File: config.mk
export PLATFORM = sky130hd
export DESIGN_NAME = gamemachine_multi
export DESIGN_NICKNAME = d
export VERILOG_FILES = /design/src/rtl/gamemachine_pkg.sv /design/src/rtl/gm_slot_classify.sv /design/src/rtl/gamemachine_multi.sv
export SDC_FILE = /design/constraint.sdc
export NUM_CORES = 1
export LEC_CHECK = 0
export ABC_AREA = 1
export CAP_MARGIN = 20
export CORE_MARGIN = 2
export CORE_UTILIZATION = 65
export CTS_BUF_LIST = sky130_fd_sc_hd__clkbuf_2 sky130_fd_sc_hd__clkbuf_4 sky130_fd_sc_hd__clkbuf_8
export DETAILED_ROUTE_END_ITERATION = 12
export HOLD_SLACK_MARGIN = 0.03
export PLACE_DENSITY = 0.95
export SYNTH_ARGS = -nofsm -noshare
export SYNTH_HDL_FRONTEND = slang
export SYNTH_SLANG_ARGS = --single-unit
File: constraint.sdc
create_clock -name clk -period 7.44 [get_ports clk]
set_clock_uncertainty 0.05 [all_clocks]
set_input_delay 1.488 -clock clk [delete_from_list [all_inputs] [get_ports clk]]
set_output_delay 1.488 -clock clk [all_outputs]
set_load 0.02 [all_outputs]
File: src/rtl/gamemachine_pkg.sv
// Shared types and scoring constants for the two-player code-guessing game.
package gamemachine_pkg;

  typedef enum logic [1:0] {
    SECRET = 2'd0,
    GUESS  = 2'd1,
    SCORE  = 2'd2,
    OVER   = 2'd3
  } gm_state_t;

  typedef enum logic [1:0] {
    ABSENT  = 2'd0,
    PRESENT = 2'd1,
    EXACT   = 2'd2
  } gm_class_t;

  localparam int unsigned PTS_EXACT   = 2;
  localparam int unsigned PTS_PRESENT = 1;
  localparam int unsigned PTS_ABSENT  = 2;

endpackage : gamemachine_pkg

File: src/rtl/gm_slot_classify.sv
// Classifies one guess symbol against the whole secret: exact position match,
// present elsewhere (no consumption of secret slots), or absent.
module gm_slot_classify
  import gamemachine_pkg::*;
#(
  parameter int unsigned SLOTS = 4,
  parameter int unsigned SYM_W = 3,
  parameter int unsigned IDX_W = 2
) (
  input  logic [SLOTS-1:0][SYM_W-1:0] secret,
  input  logic [SYM_W-1:0]            sym,
  input  logic [IDX_W-1:0]            idx,
  output gm_class_t                   cls_c
);

  logic exact_c;
  logic present_c;

  always_comb begin
    exact_c   = 1'b0;
    present_c = 1'b0;
    for (int unsigned j = 0; j < SLOTS; j++) begin
      if (IDX_W'(j) == idx) begin
        exact_c = (secret[j] == sym);
      end else if (secret[j] == sym) begin
        present_c = 1'b1;
      end
    end
  end

  always_comb begin
    cls_c = ABSENT;
    if (exact_c) begin
      cls_c = EXACT;
    end else if (present_c) begin
      cls_c = PRESENT;
    end
  end

endmodule : gm_slot_classify

File: src/rtl/gamemachine_multi.sv
// Two-player code-guessing game: setter enters a secret, guesser enters a guess,
// slots are scored one per cycle. Optional GM_ROLE_SWAP_EN alternates the setter each round.
module gamemachine_multi
  import gamemachine_pkg::*;
#(
  parameter int unsigned SLOTS   = 4,
  parameter int unsigned SYM_W   = 3,
  parameter int unsigned ROUNDS  = 1,
  parameter int unsigned SCORE_W = 4
) (
  input  logic               clk,
  input  logic               rst,
  input  logic               enter1,
  input  logic               enter2,
  input  logic [SYM_W-1:0]   dataIn,
  output logic [SCORE_W-1:0] score1,
  output logic [SCORE_W-1:0] score2,
  output logic               busy,
  output logic               round_done,
  output logic               game_over
);

  localparam int unsigned IDX_W = (SLOTS > 1) ? $clog2(SLOTS) : 1;
  localparam int unsigned ACC_W = $clog2(2 * SLOTS + 1);
  localparam int unsigned SUM_W = SCORE_W + ACC_W;
  localparam int unsigned RND_W = 4;
  localparam logic [IDX_W-1:0] LAST_IDX  = IDX_W'(SLOTS - 1);
  localparam logic [SUM_W-1:0] SCORE_MAX = SUM_W'({SCORE_W{1'b1}});

  gm_state_t state_q;
  gm_state_t state_d;

  logic [IDX_W-1:0]            idx_q;
  logic [RND_W-1:0]            round_q;
  logic                        e1_q;
  logic                        e2_q;
  logic [SLOTS-1:0][SYM_W-1:0] secret_q;
  logic [SLOTS-1:0][SYM_W-1:0] guess_q;
  logic [ACC_W-1:0]            acc_set_q;
  logic [ACC_W-1:0]            acc_gue_q;
  logic                        commit_q;

  logic             setter_p1_c;
  logic             rise1_c;
  logic             rise2_c;
  logic             set_rise_c;
  logic             gue_rise_c;
  logic             take_c;
  logic             last_idx_c;
  logic [RND_W-1:0] rounds_nxt_c;
  logic             last_round_c;
  gm_class_t        cls_c;
  logic [ACC_W-1:0] pts_set_c;
  logic [ACC_W-1:0] pts_gue_c;
  logic [ACC_W-1:0] tot_set_c;
  logic [ACC_W-1:0] tot_gue_c;
  logic [ACC_W-1:0] pts1_c;
  logic [ACC_W-1:0] pts2_c;
  logic [SUM_W-1:0] sum1_c;
  logic [SUM_W-1:0] sum2_c;
  logic [SCORE_W-1:0] new1_c;
  logic [SCORE_W-1:0] new2_c;

`ifdef GM_ROLE_SWAP_EN
  assign setter_p1_c = ~round_q[0];
`else
  assign setter_p1_c = 1'b1;
`endif

  // Edge detect; simultaneous enters are discarded entirely.
  assign rise1_c    = enter1 & ~e1_q;
  assign rise2_c    = enter2 & ~e2_q;
  assign set_rise_c = setter_p1_c ? rise1_c : rise2_c;
  assign gue_rise_c = setter_p1_c ? rise2_c : rise1_c;
  assign take_c     = ~(enter1 & enter2) &
                      (((state_q == SECRET) & set_rise_c) |
                       ((state_q == GUESS)  & gue_rise_c));

  assign last_idx_c   = (idx_q == LAST_IDX);
  assign rounds_nxt_c = round_q + RND_W'(1);
  assign last_round_c = (32'(rounds_nxt_c) >= ROUNDS);

  gm_slot_classify #(
    .SLOTS (SLOTS),
    .SYM_W (SYM_W),
    .IDX_W (IDX_W)
  ) u_classify (
    .secret (secret_q),
    .sym    (guess_q[idx_q]),
    .idx    (idx_q),
    .cls_c  (cls_c)
  );

  always_comb begin
    pts_set_c = '0;
    pts_gue_c = '0;
    case (cls_c)
      EXACT:   pts_gue_c = ACC_W'(PTS_EXACT);
      PRESENT: begin
        pts_gue_c = ACC_W'(PTS_PRESENT);
        pts_set_c = ACC_W'(PTS_PRESENT);
      end
      default: pts_set_c = ACC_W'(PTS_ABSENT);
    endcase
  end

  // Round totals including the slot being evaluated this cycle, mapped onto players.
  always_comb begin
    tot_set_c = acc_set_q + pts_set_c;
    tot_gue_c = acc_gue_q + pts_gue_c;
    pts1_c    = setter_p1_c ? tot_set_c : tot_gue_c;
    pts2_c    = setter_p1_c ? tot_gue_c : tot_set_c;
    sum1_c    = SUM_W'(score1) + SUM_W'(pts1_c);
    sum2_c    = SUM_W'(score2) + SUM_W'(pts2_c);
    new1_c    = (sum1_c > SCORE_MAX) ? {SCORE_W{1'b1}} : SCORE_W'(sum1_c);
    new2_c    = (sum2_c > SCORE_MAX) ? {SCORE_W{1'b1}} : SCORE_W'(sum2_c);
  end

  always_ff @(posedge clk) begin
    if (!rst) begin
      state_q <= SECRET;
    end else begin
      state_q <= state_d;
    end
  end

  always_comb begin
    state_d = state_q;
    case (state_q)
      SECRET: if (take_c && last_idx_c) state_d = GUESS;
      GUESS:  if (take_c && last_idx_c) state_d = SCORE;
      SCORE:  if (last_idx_c) state_d = last_round_c ? OVER : SECRET;
      default: state_d = OVER;
    endcase
  end

  always_ff @(posedge clk) begin
    if (!rst) begin
      idx_q      <= '0;
      round_q    <= '0;
      e1_q       <= 1'b0;
      e2_q       <= 1'b0;
      secret_q   <= '0;
      guess_q    <= '0;
      acc_set_q  <= '0;
      acc_gue_q  <= '0;
      commit_q   <= 1'b0;
      score1     <= '0;
      score2     <= '0;
      busy       <= 1'b0;
      round_done <= 1'b0;
      game_over  <= 1'b0;
    end else begin
      e1_q       <= enter1;
      e2_q       <= enter2;
      commit_q   <= 1'b0;
      round_done <= commit_q;
      busy       <= (state_d == SCORE);
      case (state_q)
        SECRET, GUESS: begin
          if (take_c) begin
            if (state_q == SECRET) begin
              secret_q[idx_q] <= dataIn;
            end else begin
              guess_q[idx_q] <= dataIn;
            end
            idx_q <= last_idx_c ? '0 : idx_q + IDX_W'(1);
          end
        end
        SCORE: begin
          if (last_idx_c) begin
            idx_q     <= '0;
            acc_set_q <= '0;
            acc_gue_q <= '0;
            score1    <= new1_c;
            score2    <= new2_c;
            commit_q  <= 1'b1;
            round_q   <= rounds_nxt_c;
            game_over <= last_round_c;
          end else begin
            idx_q     <= idx_q + IDX_W'(1);
            acc_set_q <= tot_set_c;
            acc_gue_q <= tot_gue_c;
          end
        end
        default: ;
      endcase
    end
  end

endmodule : gamemachine_multi

### Word-level counts from Yosys, hierarchy flattened

Cells that the tools add are included.

| storage, ports and cells | value |
|---|---|
| output and inout bits | 11 |
| flip-flop bits (word level) | 54 |

| operators by class | value |
|---|---|
| reductions and logical operators | 11 |
| bitwise gates (word level) | 11 |
| equal/unequal tests | 14 |
| mux-type cells | 35 |
| order comparisons | 5 |
| $add $sub $neg | 6 |

Operator list:

| kind | count |
|---|---|
| bitwise mux 12 bit | 2 |
| two-way mux 4 bit | 4 |
| two-way mux 1 bit | 14 |
| two-way mux 2 bit | 7 |
| == test 3 bit | 4 |
| one-hot mux 2 bit (2 select lines) | 3 |
| adder 4 x 4 -> 5 bit | 2 |
| > comparator 5 x 4 -> 1 bit (second input constant) | 2 |
| == test 2 bit (second input constant) | 4 |
| bitwise AND 1 bit | 6 |
| binary-select mux 3 bit (select 2 bit) | 1 |
| demux 3 bit (select 2 bit) | 1 |
| two-way mux 3 bit | 2 |
| one-hot mux 2 bit (3 select lines) | 1 |
| AND reduction 2 bit | 3 |
| AND reduction 3 bit | 2 |
| adder 4 x 1 -> 4 bit (second input constant) | 1 |
| adder 4 x 2 -> 4 bit | 1 |
| adder 4 bit | 1 |
| == test 2 x 1 -> 1 bit (second input constant) | 2 |
| == test 2 bit (first input constant) | 2 |
| greater-or-equal comparator 4 x 1 -> 1 bit (second input constant) | 1 |
| zero test 2 bit | 2 |
| inverter 1 bit | 4 |
| other kinds (9) | 10 |

### Longest topological paths before layout

Gate-level depths: netlist (run 1).

| logic depth | value |
|---|---|
| depth in word-level cells | 19 |
| gate-level depth with buffers | 22 |
| depth with buffers taken out | 22 |

### Hierarchy

A second synthesis (run 1) with hierarchy kept.

| unflattened totals | value |
|---|---|
| cells, all modules | 402 |
| area, all modules | 2949.1 um2 |

Modules (own cells, without submodules):

| module | instances | area an instance (um2) | cells each |
|---|---|---|---|
| gamemachine_multi | 1 | 2652.5 | 335 |
| gm_slot_classify | 1 | 296.5 | 67 |

### Worst setup path after synthesis (run 1)

No wires, ideal clock.

| timing path | value |
|---|---|
| path type | reg-to-reg |
| start point | register idx_q[0] |
| end point | register score1[0] |
| data required time | 7.255 ns |
| path buffers | 0 |
| setup time | 0.135 ns |
| stages on the path, launching flop included | 19 |
| setup slack | 4.254 ns |
| arrival time | 3.001 ns |
| path through | dfxtp_1 > inv_4 > nand2_1 > nand3_2 > nand2_4 > nand2_2 > nand2_2 > nand3_2 > a21oi_1 > nand2_1 > nand2_2 > nor2_2 > ha_1 > fa_1 > fa_1 > nand2_1 > a21oi_1 > nor3_1 > a21oi_1 |

| between the ends | value |
|---|---|
| cells in the longest elaborated chain, start to end | 19 |

RTL lines:

| item | line | source |
|---|---|---|
| start: declaration | gamemachine_multi.sv:33 | `logic [IDX_W-1:0] idx_q;` |
| start signal: assignment | gamemachine_multi.sv:167 | `idx_q <= last_idx_c ? '0 : idx_q + IDX_W'(1);` |
| start signal: assignment | gamemachine_multi.sv:181 | `idx_q <= idx_q + IDX_W'(1);` |
| binary-select mux 3 bit (select 2 bit) | gamemachine_multi.sv:89 | `.sym (guess_q[idx_q]),` |
| two-way mux 3 bit (implied by the code) | gamemachine_multi.sv:89 |  |
| == test 3 bit | gm_slot_classify.sv:24, gm_slot_classify.sv:25 |  |
| two-way mux 1 bit | gm_slot_classify.sv:25 | `end else if (secret[j] == sym) begin` |
| two-way mux 1 bit | gm_slot_classify.sv:23 | `if (IDX_W'(j) == idx) begin` |
| two-way mux 1 bit | gm_slot_classify.sv:25 |  |
| two-way mux 1 bit | gm_slot_classify.sv:23 |  |
| two-way mux 1 bit | gm_slot_classify.sv:25 |  |
| (+3 left out) | - |  |
| two-way mux 1 bit | gm_slot_classify.sv:35 | `end else if (present_c) begin` |
| two-way mux 2 bit | gm_slot_classify.sv:33 | `if (exact_c) begin` |
| == test 2 x 1 -> 1 bit or == test 2 bit (tied branches) | gamemachine_multi.sv:97 | `case (cls_c)` |
| one-hot mux 2 bit (2 select lines) | gamemachine_multi.sv:97 |  |
| adder 4 x 2 -> 4 bit | gamemachine_multi.sv:109 | `tot_set_c = acc_set_q + pts_set_c;` |
| adder 4 x 4 -> 5 bit | gamemachine_multi.sv:113 | `sum1_c = SUM_W'(score1) + SUM_W'(pts1_c);` |
| > comparator 5 x 4 -> 1 bit | gamemachine_multi.sv:115 | `new1_c = (sum1_c > SCORE_MAX) ? {SCORE_W{1'b1}} : SCORE_W'(sum1_c);` |
| two-way mux 4 bit | gamemachine_multi.sv:115 |  |
| end signal: assignment | gamemachine_multi.sv:175 | `score1 <= new1_c;` |
| end: declaration | gamemachine_multi.sv:16 | `output logic [SCORE_W-1:0] score1,` |

Several ways; a longest one is shown, not always the timed one. The select of a mux whose other input is x is not followed.
A chain may end at the register's enable or synchronous reset.

### Final worst setup path (run 1)

| timing path | value |
|---|---|
| start point | register idx_q[0] |
| end point | register score1[3] |

Same word-level chain as after synthesis.

==> metrics.md, run 1 <==
| Metric | Value |
|---|---|
| # diodes | 0 |
| CP max-delay cell | dfxtp_1 |
| Synth top area share | 0.372 |
| Antenna viol nets, final | 0 |
| RSZ-0062 raised after global routing | no |
| Leak pwr | 1.33 nW |
| Setup_tns | 0 ns |
| Max-slew headroom | 0.634 |
| VDD IR max | 0.000137 V |
| Area delta synth->final | 10.2% |
| Initial antenna violation count | 0 |
| NumNets Final | 423 |
| Number of setup buffers added after CTS | 0 |
| Final WL | 6.21 mm |
| DRC | 0 |
| Mapped Avg Cell Area | 7.71 um^2 |
| Fmax | 261 MHz |
| Max Fanout on Critical Path | 10 |
| Total gr overflow | 0 |
| Met2 WL | 3.26 mm |
| H-tree levels | 2 |
| Max incr delay on CP | 0.57 ns |
| CP Buf/Inv Count | 2 |
| Type of the worst setup path | reg2reg |
| Max-cap violations | 0 |
| Ports | 18 |
| Wire per inst | 13.9 um |
| Fin. Hold Viols | 0 |
| Clock Latency Late Sink | 0.31 ns |
| DRT iter0 DRCs | 245 |
| Final setup violation count | 0 |
| Part of the cycle the worst path needs | 0.515 |
| CTS Buf Count | 5 |
| Starting Density | 0.672 |
| Number of synthesized flops with an enable pin | 0 |
| DP Wirelength | 4.58 mm |
| Layout cells sized above 1 | 0.0990 |
| Top_reg_cell synth | dfxtp_1 |
| Vias per cell | 5.53 |
| Overall routing resource usage | 0.273 |
| Element type at the critical path start | register |
| WP data arrival | 3.96 ns |
| Critical path's top delay family | simple AND/OR/NAND/NOR gates |
| Synth area leaders | dfxtp_1 37%, a21oi_1 8.6%, nand2_1 8.1% |
| Die ar. | 5020 um^2 |
| RePlAce Congestion | 0.822 |
| TritonCTS clock tree | done |
| Global-route wire length before repair | 11.0 mm |
| Placeable Area | 4320 um^2 |
| Post-Syn Instances | 377 |
| Root Buffer | clkbuf_8 |
| Clock-pin transition on the worst setup and hold timing paths | 0.09 ns |
| Fillers | 320 |
| CTS-repair resized insts | 0 |
| Largest net degree at the start of global routing | 39 |
| Most used cell, CP | nand2_1 |
| DR top layer | met4 |
| Placed instance area | 3100 um^2 |
| IO buf count | 17 |
| CP cell instances | inv_4 > nand2_1 > nand3_2 > nand2_4 > nand2_2 > nand2_1 > nand3_2 > nor2_2 > inv_1 > o21ai_2 > nor2_1 > nor2_2 > ha_1 > fa_1 > fa_1 > nand2_1 > a21oi_1 > nor3_1 > a21oi_1 |
| WL met3 | 194 um |
| Total Power | 0.000650 W |
| Std-Cell Rows | 24 |
| WL met1 | 2.64 mm |
| Final min period | 3.83 ns |
| Clock Tree Buf Depth | 2 |
| Post-synth top area cell | dfxtp_1 |
| Yosys cell types | 29 |
| CTS Sinks | 54 |
| Yosys reg bits | 54 |
| Max-slew violation count | 0 |
| # hold bufs at CTS | 0 |
| Cell Area, Synth | 2910 um^2 |
| Hold Path Class | reg2reg |
| Sequential share of the synthesized area | 0.372 |
| Vias in the first global route | 2420 |
| DRT Pass-1 Iters | 4 |
| Vias post-DR | 2468 |
| Syn Nets | 406 |
| Synth warn | 0 |
| Critical Path Sink Type | register |
| Fin area | 3200 um^2 |
| Data required, critical path | 7.57 ns |
| Chip Height | 70.9 um |
| Final core utilization | 0.741 |
| Outcome | completed |
| Die X | 70.9 um |
| Post-synthesis async set-or-reset flop share | 0 |
| Cell area power density | 203 nW/um^2 |
| Worst-margin pin slew | 0.545 ns |
-- layout make-up --
class / count / area (um^2) / share of cell area
Multi-Input combinational cell: 259 / 1580 / 0.492
Clock buffer: 6 / 76.3 / 0.0238
Sequential cell: 54 / 1080 / 0.338
Clock inverter: 1 / 7.51 / 0.00234
Timing Repair Buffer: 18 / 185 / 0.0578
Tap cell: 52 / 65.1 / 0.0203
Inverter: 56 / 213 / 0.0664
-- cells in the mapped netlist, types with 3 or more instances --
library cell / instances
fa_1: 4
nor2_2: 4
a21oi_1: 50
nand4_1: 4
nand3_1: 26
xor2_1: 5
nand2_2: 8
inv_1: 53
xor2_2: 3
o21ai_0: 38
dfxtp_1: 54
nor2_1: 9
clkbuf_1: 6
ha_1: 18
nand2_1: 63
nor3_1: 5
nand2_4: 3
nand3_2: 9
xnor2_1: 4
-- worst paths after layout --
path / from / endpoint / slack, ns / depth (start not counted)
max: idx_q[0] / score1[3] / 3.61 / 19
min: commit_q / round_done / 0.38 / 2
max reg2reg: idx_q[0] / score1[3] / 3.61 / 19
min reg2reg: commit_q / round_done / 0.38 / 2
-- layer usage --
layer / global-route usage / vias up
met5: 0 / -
met4: 0.0776 / 0
met3: 0.0541 / 12
met2: 0.505 / 50
met1: 0.319 / 1139
li1: - / 1267
-- power breakdown --
group	total [W]	switching (W)	internal [W]
logic	0.000180	0.000115	0.0000642
clock network	0.000162	0.0000934	0.0000684
registers	0.000308	0.0000101	0.000298
total	0.000650	0.000219	0.000431
-- cell usage in the layout, fill, tap and decap left out, types with 2 or more instances in the layout --
cell,n
nand2_1,63
dfxtp_1,54
inv_1,53
a21oi_1,50
o21ai_0,38
nand3_1,26
ha_1,18
clkdlybuf4s50_1,17
nand3_2,9
nor2_1,9
nand2_2,8
xor2_1,5
nor3_1,5
clkbuf_8,5
nor2_2,4
nand4_1,4
xnor2_1,4
fa_1,4
nand2_4,3
xor2_2,3
a31oi_1,2
-- stage by stage --
stage                     hold slack (ns)  setup WS (ns)  cells
after floorplan                     0.340           4.25    377
after global placement              0.362           3.57    438
after detailed placement            0.361           3.50    438
after CTS                           0.383           3.60    445
after global routing                0.399           3.33    446
final                               0.380           3.61    446
-- cells by family after synthesis --
family | after synthesis | synth area share
buf+inv | 64 | 0.0861
compound gates | 94 | 0.170
fa+ha+maj | 22 | 0.105
flops | 54 | 0.372
xor+xnor | 12 | 0.0439
simple gates | 131 | 0.223
-- sequential cells by signal, summed over array words and instances, names as in the netlist, 2 cells and up --
register	count
round_q	4
secret_q	12
acc_gue_q	4
acc_set_q	4
guess_q	12
score2	4
score1	4
state_q	2
idx_q	2
-- worst min-delay path, stage by stage (launching register included) --
cell,delay (ns)
dfxtp_1,0.31
nand2_1,0.05
inv_1,0.03
Note: power is estimated with default switching activity, not from simulation.
==> run 2: changes to the inputs <==
--- a/config.mk
+++ b/config.mk
@@ -8,11 +8,11 @@
 export ABC_AREA = 1
 export CAP_MARGIN = 20
 export CORE_MARGIN = 2
-export CORE_UTILIZATION = 65
+export CORE_UTILIZATION = 55
 export CTS_BUF_LIST = sky130_fd_sc_hd__clkbuf_2 sky130_fd_sc_hd__clkbuf_4 sky130_fd_sc_hd__clkbuf_8
 export DETAILED_ROUTE_END_ITERATION = 12
 export HOLD_SLACK_MARGIN = 0.03
-export PLACE_DENSITY = 0.95
+export PLACE_DENSITY = 0.89
 export SYNTH_ARGS = -nofsm -noshare
 export SYNTH_HDL_FRONTEND = slang
 export SYNTH_SLANG_ARGS = --single-unit
==> constraint.sdc (replaced) <==
create_clock -name clk -period 3.09 [get_ports clk]
set_clock_uncertainty 0.05 [all_clocks]
set_input_delay 0.618 -clock clk [delete_from_list [all_inputs] [get_ports clk]]
set_output_delay 0.618 -clock clk [all_outputs]
set_load 0.02 [all_outputs]
==> metrics.md, run 2 (synthesis results as in run 1) <==
| Metric | Value |
|---|---|
| Vias per cell | 5.70 |
| TritonCTS clock tree | done |
| Placed instance area | 3260 um^2 |
| Max Fanout on Critical Path | 6 |
| Overall routing resource usage | 0.251 |
| CTS Buf Count | 5 |
| Die ar. | 5880 um^2 |
| Std-Cell Rows | 26 |
| Fmax | 310 MHz |
| Most used cell, CP | nand2_2 |
| Cell area power density | 486 nW/um^2 |
| Layout cells sized above 1 | 0.261 |
| Starting Density | 0.569 |
| Final min period | 3.23 ns |
| # placed instances | 472 |
| Commonest non-fill, non-tap cell in the layout | dfxtp_1 |
| Antenna viol nets, final | 0 |
| Fillers | 391 |
| Clock Tree Buf Depth | 2 |
| Die X | 76.7 um |
| Chip Height | 76.7 um |
| NumNets Final | 447 |
| Failing checks | negative setup slack |
| Top Registers | guess_q x12, secret_q x12 |
| Max incr delay on CP | 0.47 ns |
| H-tree levels | 2 |
| DRT iter0 DRCs | 212 |
| Final core utilization | 0.727 |
| Setup_tns | -0.745 ns |
| Worst-margin pin slew | 0.480 ns |
| VDD IR max | 0.000245 V |
| DRC | 0 |
| Finished Layout Cells | 488 |
| Type of the worst setup path | reg2reg |
| Ports | 18 |
| CP cell instances | buf_6 > nand2_4 > nand3_4 > nand3_1 > nand2_2 > nand3_4 > a21oi_2 > nand2_2 > nand2_4 > nor2_4 > ha_4 > fa_2 > fa_2 > nand2_2 > a21oi_2 > nor3_2 > a21oi_1 |
| # hold bufs at CTS | 0 |
| Area delta synth->final | 27.7% |
| Leak pwr | 1.52 nW |
| Total gr overflow | 0 |
| DP Wirelength | 4.86 mm |
| Hold_ws | 0.390 ns |
| CP max-delay cell | fa_2 |
| Max-slew headroom | 0.678 |
| Root Buffer | clkbuf_8 |
| Vias in the first global route | 2656 |
| Part of the cycle the worst path needs | 1.05 |
| Global-route wire length before repair | 11.9 mm |
| IO buf count | 17 |
| Fin area | 3710 um^2 |
| Critical Path Sink Type | register |
| Vias post-DR | 2784 |
| FF/Latch Area | 1090 um^2 |
| Hold Path Class | reg2reg |
| Most frequent cells in the layout | 52 x dfxtp_1, 49 x inv_1, 47 x a21oi_1 |
| RSZ-0062 raised after global routing | yes |
| Data required, critical path | 3.25 ns |
| Element type at the critical path start | register |
| CTS Sinks | 54 |
| Largest net degree at the start of global routing | 38 |
| DRT Pass-1 Iters | 7 |
| Max-cap violations | 0 |
| RePlAce Congestion | 0.852 |
| Initial antenna violation count | 0 |
| Fin. Hold Viols | 0 |
| # diodes | 0 |
| Setup slack after layout | -0.140 ns |
| Clock Latency Late Sink | 0.32 ns |
| Footprint of the multi-input gates | 1870 um^2 |
| Final setup violation count | 8 |
| Placeable Area | 5110 um^2 |
| Wire per inst | 16.7 um |
| Max-slew violation count | 0 |
| WP data arrival | 3.39 ns |
| Outcome | finished with violations |
| Clock-pin transition on the worst setup and hold timing paths | 0.10 ns |
| Final WL | 8.13 mm |
-- run 2: cell count changes in the layout (fill, tap and decap cells not counted), sizes merged --
| cell | previous run | this run |
|---|---|---|
| buf | 1 | 25 |
-- run 2: per-stage QoR --
stage | power (W) | worst slack (ns)
global placement | 0.00121 | -0.0523
floorplan | 0.00108 | 0.0256
CTS | 0.00166 | -0.0338
finish | 0.00180 | -0.140
global route | 0.00188 | -0.261
detailed placement | 0.00124 | -0.188
-- run 2: final timing paths --
kind | from | end | slack [ns] | cells after the start
max | idx_q[0] | score1[0] | -0.14 | 17
min reg2reg | commit_q | round_done | 0.39 | 2
max reg2reg | idx_q[0] | score1[0] | -0.14 | 17
min | commit_q | round_done | 0.39 | 2
-- run 2: power by group --
group	internal (W)	leakage, nW	switching, W
clock network	0.000165	0.0407	0.000238
logic	0.000277	1.04	0.000378
registers	0.000719	0.438	0.0000256
-- run 2: what timing repair did --
action,in CTS,in global routing
setup endpoints to repair,8,8
setup buffers,4,5
resized for setup,32,40
pin swaps,24,34
cloned,0,0
-- run 2: routing by layer --
metal / vias up / GRT usage / routed length [um]
met5: - / 0 / 0
met4: 0 / 0.133 / 367
met3: 33 / 0.0482 / 403
met2: 114 / 0.454 / 4240
li1: 1316 / - / -
met1: 1321 / 0.277 / 3110
-- run 2: cell type report --
| cell class | count | share of cell area |
|---|---|---|
| well taps | 70 | 0.0236 |
| clock inverters | 1 | 0.00202 |
| inverters | 56 | 0.0587 |
| repair buffers | 42 | 0.0995 |
| clock buffers | 6 | 0.0206 |
| multi-input cells | 259 | 0.503 |
| flip-flops and latches | 54 | 0.293 |
-- run 2: critical path, delay by kind of cell, from the launching register on --
| kind | cells | cell delay [ns] |
|---|---|---|
| fa+ha+maj | 3 | 1.02 |
| simple gates | 10 | 1.12 |
| flops | 1 | 0.42 |
| compound gates | 3 | 0.35 |
| buf+inv | 1 | 0.15 |
==> run 3: changes to the inputs <==
--- a/config.mk
+++ b/config.mk
@@ -7,6 +7,7 @@
 export LEC_CHECK = 0
 export ABC_AREA = 1
 export CAP_MARGIN = 20
+export CORE_ASPECT_RATIO = 1.1
 export CORE_MARGIN = 2
 export CORE_UTILIZATION = 55
 export CTS_BUF_LIST = sky130_fd_sc_hd__clkbuf_2 sky130_fd_sc_hd__clkbuf_4 sky130_fd_sc_hd__clkbuf_8
==> metrics.md, run 3 (synthesis results as in run 1) <==
| Metric | Value |
|---|---|
| Outcome | finished with violations |
| Failing checks | negative setup slack |
| Ports | 18 |
| Max-cap violations | 0 |
| R2r startpoint | idx_q[0] |
| DRC | 0 |
| Antenna viol nets, final | 0 |
| CTS Sinks | 54 |
| Final setup violation count | 8 |
| Root Buffer | clkbuf_8 |
| Final WL | 7.40 mm |
| Total gr overflow | 0 |
| Wire per inst | 15.6 um |
| H-tree levels | 2 |
| CP cell instances | inv_8 > nand2_2 > nand3_4 > nand2_4 > nand2_2 > nand2_2 > nand4_1 > nand3_1 > nand2_1 > nand2_2 > nor2_4 > ha_4 > fa_2 > xor2_1 > ha_1 > nand2_1 > a21oi_1 > nor3_2 > a21oi_1 |
| Clock Tree Buf Depth | 2 |
| Clock-pin transition on the worst setup and hold timing paths | 0.10 ns |
| IO buf count | 17 |
| Max-slew violation count | 0 |
| Fin. Hold Viols | 0 |
| Hold Path Class | reg2reg |
| CP max-delay cell | dfxtp_4 |
| Sw power | 0.000601 W |
| Worst-margin pin slew | 0.500 ns |
| Std-Cell Rows | 27 |
| Starting Density | 0.574 |
| Vias post-DR | 2692 |
| Layout cells sized above 1 | 0.228 |
| Die ar. | 5880 um^2 |
| Data required, critical path | 3.24 ns |
| Die X | 73.3 um |
| Placed instance area | 3250 um^2 |
| Worst slack, placed | -0.199 ns |
| DRT iter0 DRCs | 267 |
| Critical path's top delay family | simple AND/OR/NAND/NOR gates |
| Power Internal | 0.00115 W |
| DRT Pass-1 Iters | 4 |
| Top Registers | guess_q x12, secret_q x12 |
| VDD IR max | 0.000357 V |
| # hold bufs at CTS | 0 |
| Vias in the first global route | 2775 |
| Seq pwr share | 0.425 |
| HP Start | commit_q |
| TritonCTS clock tree | done |
| Switch share | 0.343 |
| Commonest non-fill, non-tap cell in the layout | dfxtp_1 |
| Chip Height | 80.2 um |
| Fmax | 317 MHz |
| Part of the cycle the worst path needs | 1.02 |
| Worst setup path start | idx_q[0] |
| RePlAce Congestion | 0.923 |
| Fillers | 387 |
| # diodes | 0 |
| Initial antenna violation count | 0 |
| Overall routing resource usage | 0.273 |
| Max-slew headroom | 0.666 |
| Leak pwr | 1.49 nW |
| Clock Latency Late Sink | 0.30 ns |
| Combinational Power Share | 0.338 |
| WP data arrival | 3.30 ns |
| RSZ-0062 raised after global routing | yes |
| Final min period | 3.15 ns |
| Largest net degree at the start of global routing | 38 |
| Max Fanout on Critical Path | 8 |
| Fin area | 3590 um^2 |
| NumNets Final | 444 |
| Placeable Area | 5070 um^2 |
| Setup_tns | -0.405 ns |
| Max incr delay on CP | 0.43 ns |
| Area delta synth->final | 23.4% |
| Type of the worst setup path | reg2reg |
| Vias per cell | 5.68 |
| Most used cell, CP | nand2_2 |
| CP Buf/Inv Count | 1 |
| CTS Buf Count | 5 |
| DP Wirelength | 5.01 mm |
| Clock power frac | 0.237 |
| Element type at the critical path start | register |
| Cell area power density | 489 nW/um^2 |
| Setup slack after layout | -0.0601 ns |
| Most frequent cells in the layout | 52 x dfxtp_1, 51 x nand2_1, 50 x inv_1 |
| Critical Path Sink Type | register |
| Global-route wire length before repair | 12.5 mm |
==> run 3: layout make-up <==
cell class	instances	area, um^2	share of cell area
Timing Repair Buffer	39	339	0.0945
Sequential cell	54	1090	0.303
Clock buffer	6	82.6	0.0230
Clock inverter	2	12.5	0.00349
Multi-Input combinational cell	259	1770	0.494
Inverter	56	220	0.0614
Tap cell	58	72.6	0.0202
==> run 3: power groups by stage <==
stage               sequential, W  clock [W]  combinational (W)
floorplan                0.000755          0           0.000326
global placement         0.000752          0           0.000463
detailed placement       0.000754          0           0.000493
CTS                      0.000744   0.000414           0.000574
global route             0.000749   0.000443           0.000651
finish                   0.000745   0.000416           0.000592
==> run 3: stage by stage <==
step,hold WS [ns],utilization,std cells,power (W)
floorplan,0.340,-,377,0.00108
global placement,0.344,0.641,461,0.00122
detailed placement,0.359,0.641,461,0.00125
CTS,0.383,0.700,474,0.00173
global route,0.419,0.708,474,0.00184
finish,0.384,0.708,474,0.00175
==> run 3: path summary, 6_finish.rpt <==
check,cells past startpoint,end,slack [ns]
max,19,score1[0],-0.06
min,2,round_done,0.38
max reg2reg,19,score1[0],-0.06
min reg2reg,2,round_done,0.38
==> run 3: timing repair <==
item,CTS,global route
pin swaps,23,6
gates cloned,0,0
buffers inserted,5,0
resized for setup,44,10
endpoints found under the setup margin,8,8
hold endpoints to repair,0,0
==> run 3: worst register-to-register path: stages (launching register included) <==
cell     delay, ns
dfxtp_4       0.43
inv_8         0.08
nand2_2       0.08
nand3_4       0.10
nand2_4       0.12
nand2_2       0.06
nand2_2       0.08
nand4_1       0.10
nand3_1       0.10
nand2_1       0.09
nand2_2       0.13
nor2_4        0.07
ha_4          0.16
fa_2          0.35
xor2_1        0.16
ha_1          0.35
nand2_1       0.08
a21oi_1       0.07
nor3_2        0.26
a21oi_1       0.12
==> run 3: layer usage <==
| metal | track usage | wire length (um) |
|---|---|---|
| met5 | 0 | 0 |
| met4 | 0.118 | 215 |
| met3 | 0.0402 | 336 |
| met2 | 0.506 | 3950 |
| met1 | 0.302 | 2900 |
